<file path="config.mk">
export PLATFORM = sky130hd
export DESIGN_NAME = fft_peak_detect
export DESIGN_NICKNAME = d
export VERILOG_FILES = /design/src/rtl/fft_peak_detect.sv
export SDC_FILE = /design/constraint.sdc
export NUM_CORES = 1
export LEC_CHECK = 0
export ABC_CLOCK_PERIOD_IN_PS = 4200
export CAP_MARGIN = 20
export CORE_MARGIN = 2
export CORE_UTILIZATION = 50
export CTS_CLUSTER_SIZE = 24
export DETAILED_ROUTE_END_ITERATION = 16
export DONT_BUFFER_PORTS = 1
export SLEW_MARGIN = 25
export SYNTH_ARGS = -nofsm -noshare
export SYNTH_HDL_FRONTEND = slang
export SYNTH_SLANG_ARGS = --single-unit
</file>
<file path="constraint.sdc">
create_clock -name clk -period 4.2 [get_ports clk]
set_input_delay 0.84 -clock clk [delete_from_list [all_inputs] [get_ports clk]]
set_output_delay 0.84 -clock clk [all_outputs]
set_load 0.01 [all_outputs]
</file>
<file path="src/rtl/fft_peak_detect.sv">
// fft_peak_detect: per-frame windowed peak search over magnitude-squared FFT bins.
// Define PEAK_INTERP_EN to also export the peak's neighbour magnitudes on peak_left/peak_right.
module fft_peak_detect #(
  parameter int bit_width = 16,
  parameter int N_BINS    = 256,
  parameter int MIN_BIN   = 1,
  parameter int MAX_BIN   = 127,
  parameter int THRESH    = 1024
) (
  input  logic                         clk,
  input  logic                         reset,
  input  logic                         start,
  input  logic                         mag_valid,
  input  logic [2*bit_width-1:0]       mag_in,
  output logic                         busy,
  output logic                         peak_valid,
  output logic                         peak_found,
  output logic [$clog2(N_BINS)-1:0]    peak_bin,
  output logic [2*bit_width-1:0]       peak_mag,
  output logic [2*bit_width-1:0]       peak_left,
  output logic [2*bit_width-1:0]       peak_right
);
  localparam int IW = $clog2(N_BINS);
  localparam int MW = 2 * bit_width;
  localparam logic [IW-1:0] LO   = IW'(MIN_BIN);
  localparam logic [IW-1:0] HI   = IW'(MAX_BIN);
  localparam logic [IW-1:0] LAST = IW'(N_BINS - 1);
  localparam logic [MW-1:0] TH   = MW'(THRESH);

  typedef enum logic [1:0] {IDLE, SCAN, DONE} state_t;

  state_t        state_q, state_d;
  logic [IW-1:0] cnt_q, cnt_d, idx_q, idx_d, bin_q, bin_d;
  logic [MW-1:0] max_q, max_d, mag_q, mag_d;
  logic          found_q, found_d;
  logic          accept, upd, fin;

  always_comb begin
    accept  = state_q == SCAN && mag_valid && !start;
    upd     = accept && cnt_q >= LO && cnt_q <= HI && mag_in > max_q;
    fin     = accept && cnt_q == LAST;
    state_d = start ? SCAN : fin ? DONE : state_q == SCAN ? SCAN : IDLE;
    cnt_d   = start ? '0 : accept ? cnt_q + 1'b1 : cnt_q;
    max_d   = start ? '0 : upd ? mag_in : max_q;
    idx_d   = start ? '0 : upd ? cnt_q : idx_q;
    bin_d   = fin ? idx_d : bin_q;
    mag_d   = fin ? max_d : mag_q;
    found_d = fin ? max_d >= TH : found_q;
  end

  always_ff @(posedge clk or posedge reset) begin
    if (reset) begin
      state_q <= IDLE;
      cnt_q   <= '0;
      idx_q   <= '0;
      max_q   <= '0;
      bin_q   <= '0;
      mag_q   <= '0;
      found_q <= 1'b0;
    end else begin
      state_q <= state_d;
      cnt_q   <= cnt_d;
      idx_q   <= idx_d;
      max_q   <= max_d;
      bin_q   <= bin_d;
      mag_q   <= mag_d;
      found_q <= found_d;
    end
  end

  assign busy       = state_q != IDLE;
  assign peak_valid = state_q == DONE;
  assign peak_found = found_q;
  assign peak_bin   = bin_q;
  assign peak_mag   = mag_q;

`ifdef PEAK_INTERP_EN
  logic [MW-1:0] hist_q, hist_d, left_q, left_d, right_q, right_d, pl_q, pl_d, pr_q, pr_d;
  logic          pend_q, pend_d;

  // A still-pending right candidate at frame end means the peak was the last bin.
  always_comb begin
    hist_d  = accept ? mag_in : hist_q;
    left_d  = start ? '0 : upd ? (cnt_q == '0 ? '0 : hist_q) : left_q;
    pend_d  = start ? 1'b0 : accept ? upd : pend_q;
    right_d = start ? '0 : (accept && pend_q) ? mag_in : right_q;
    pl_d    = fin ? left_d : pl_q;
    pr_d    = fin ? (pend_d ? '0 : right_d) : pr_q;
  end

  always_ff @(posedge clk or posedge reset) begin
    if (reset) begin
      hist_q  <= '0;
      left_q  <= '0;
      right_q <= '0;
      pend_q  <= 1'b0;
      pl_q    <= '0;
      pr_q    <= '0;
    end else begin
      hist_q  <= hist_d;
      left_q  <= left_d;
      right_q <= right_d;
      pend_q  <= pend_d;
      pl_q    <= pl_d;
      pr_q    <= pr_d;
    end
  end

  assign peak_left  = pl_q;
  assign peak_right = pr_q;
`else
  assign peak_left  = '0;
  assign peak_right = '0;
`endif
endmodule

</file>
==> out/metrics.csv <==
metric,value,unit
fp.dieH,105,um
netlist_top_cells_area,"dfrtp_1, buf_4, ha_1",
ys_types,43,
clockRootBuffer,clkbuf_8,
crit_fanout,40,
synthFlopType,dfrtp_1,
relSlewSlack,0.445,
yosys_warnings,0,
end_kind,register,
critPathArrivalTime,3220,ps
routabilityCongestion,0.818,
irDropWorstVdd,0.000135,V
clock_path_buffers,2,
grt_pass1_wl,17700,um
cts.sinks,91,
grt_pass1_vias,3469,
r2r_start,max_q[14],
wl,10900,um
synth_top_cell_by_area,dfrtp_1,
power-per-cell-area,323,nW/um2
netlist_area,5140,um2
setup_tns,0,ps
worstHoldPathType,in -> async,
clock_latency,350,ps
initial_core_util,0.507,
postCtsSetupRepairBufs,0,
grt_max_degree,65,
drc,0,
cp.required,4470,ps
cts_resized,0,
status,"complete, no violations",
io_pins,143,
drive_gt1_frac,0.0674,
row_count,37,
firstDrtPassIters,5,
syn_inst,562,
slew_violations,0,
async_flop_share,1.00,
die_area,11100,um2
cts_buffers,9,
antenna_found_initial,0,
finalClockSkew,6.94,ps
diodes,0,
synth_edf_count,0,
setup_viol,0,
port_buffers,0,
die_x,105,um
nets,617,
core_region_area,10100,um2
area_growth_syn_to_layout,-0.243,%
final_cell_area,5130,um2
r2r_cells,8,
rsz0062_at_grt,false,
wl_per_cell,16.0,um
vias,3669,
avgSynthCellArea,9.15,um2
r2r_slack,1270,ps
crit_type,in -> reg,
tightest_slew,833,ps
p_leak,2.25,nW
synth_top_area_frac,0.443,
place_area,4940,um2
cts_hold_buffers,0,
r2r_end,peak_bin[0],
cap_violations,0,
fmaxAchievable,339,MHz
tritoncts,done,
vias_per_cell,5.36,
cp-start-kind,input port,
final_antenna_net_count,0,
ys_ff_latch,91,
dr.first_iter.drc_count,142,
hpwlAfterDp,7620,um
htreeDepth,3,
final.period_utilization,0.703,
seq_area_frac_synth,0.443,
overflow,0,
track_usage,0.202,
path_clk_slew,80,ps
finalHoldViolCount,0,
timing.final.crit_period,2950,ps
whs,487,ps
[placed cells by master (no fill, tap or decap), types with 3 or more instances in the layout]
cell / count
o21ai_0: 53
nand3_2: 7
nor4_1: 6
clkbuf_8: 10
buf_4: 6
inv_1: 37
nand4_1: 12
dfrtp_1: 91
nand3_1: 36
o21ai_1: 23
a21oi_1: 55
nand2_1: 44
conb_1: 64
nor2_1: 26
a31oi_1: 8
xor2_1: 4
ha_1: 35
xnor2_1: 3
[how the worst max path moves through the flow]
stage,cells after the start,slack (ps),end,from
floorplan,1,1000,cnt_q[0],reset
global placement,7,970,peak_bin[0],mag_in[14]
detailed placement,7,910,peak_bin[7],mag_in[14]
global route,8,1110,peak_bin[4],max_q[14]
CTS,7,1300,peak_bin[0],mag_in[14]
finish,7,1250,peak_bin[0],mag_in[14]
[logic make-up (layout without fill, tap and decap cells)]
family	count (synthesis)	in the layout	share of synthesized area
other	1	64	0.000730
AO/OA/AOI/OAI	150	150	0.161
adder cells (fa/ha/maj)	35	35	0.0852
buffers and inverters	134	58	0.156
AND/OR/NAND/NOR	144	144	0.142
XOR/XNOR	7	7	0.0119
flip-flops	91	91	0.443
[metrics by stage]
stage	power (mW)	instances	util	setup slack, ps
floorplan	1.11	625	-	996
global placement	1.09	671	0.488	972
detailed placement	1.10	671	0.488	906
CTS	1.68	685	0.506	1300
global route	1.74	685	0.506	1110
finish	1.66	685	0.506	1250
[power by group]
group / total (mW) / internal, mW / switching (mW)
combinational: 0.177 / 0.0535 / 0.124
clock: 0.578 / 0.284 / 0.294
sequential: 0.900 / 0.889 / 0.0112
[per-layer routing]
metal | part of all wire | up-vias | track usage
met5 | 0 | - | 0
met4 | 0.010 | 0 | 0.0714
met3 | 0.077 | 7 | 0.0600
met2 | 0.50 | 98 | 0.328
met1 | 0.41 | 1786 | 0.257
li1 | - | 1778 | -
[flip-flops by register name, indices dropped and copies added, names as in the netlist]
name	cells
peak_mag	32
peak_found	1
state_q	2
max_q	32
cnt_q	8
idx_q	8
peak_bin	8
[worst max-delay path, cell delays in order]
cell and delay (ps):
ha_1 310, nand4_1 170, or4_1 600, o21ai_2 180, a41o_2 690, nand3_1 210, a31oi_1 200
[final cells by class]
class | count | area (um2)
clock buffer | 11 | 141
clock inverter | 3 | 40.0
fill | 961 | 5010
inverter | 38 | 145
multi-input combinational | 400 | 2310
sequential | 91 | 2280
tap | 136 | 170
timing repair buffer | 6 | 45.0
[synthesized netlist by cell type, drive strengths merged, types with 2 or more instances]
library cell and count:
clkbuf 15, o211ai 2, nor2 26, dfrtp 91, a31oi 9, ha 35, or4 2, xor2 4
nor4 6, nand4 13, xnor2 3, nand2 44, o21ai 77, nand3 43, a21oi 55, buf 81
or4b 2, inv 38
(Power assumes the default switching activity.)
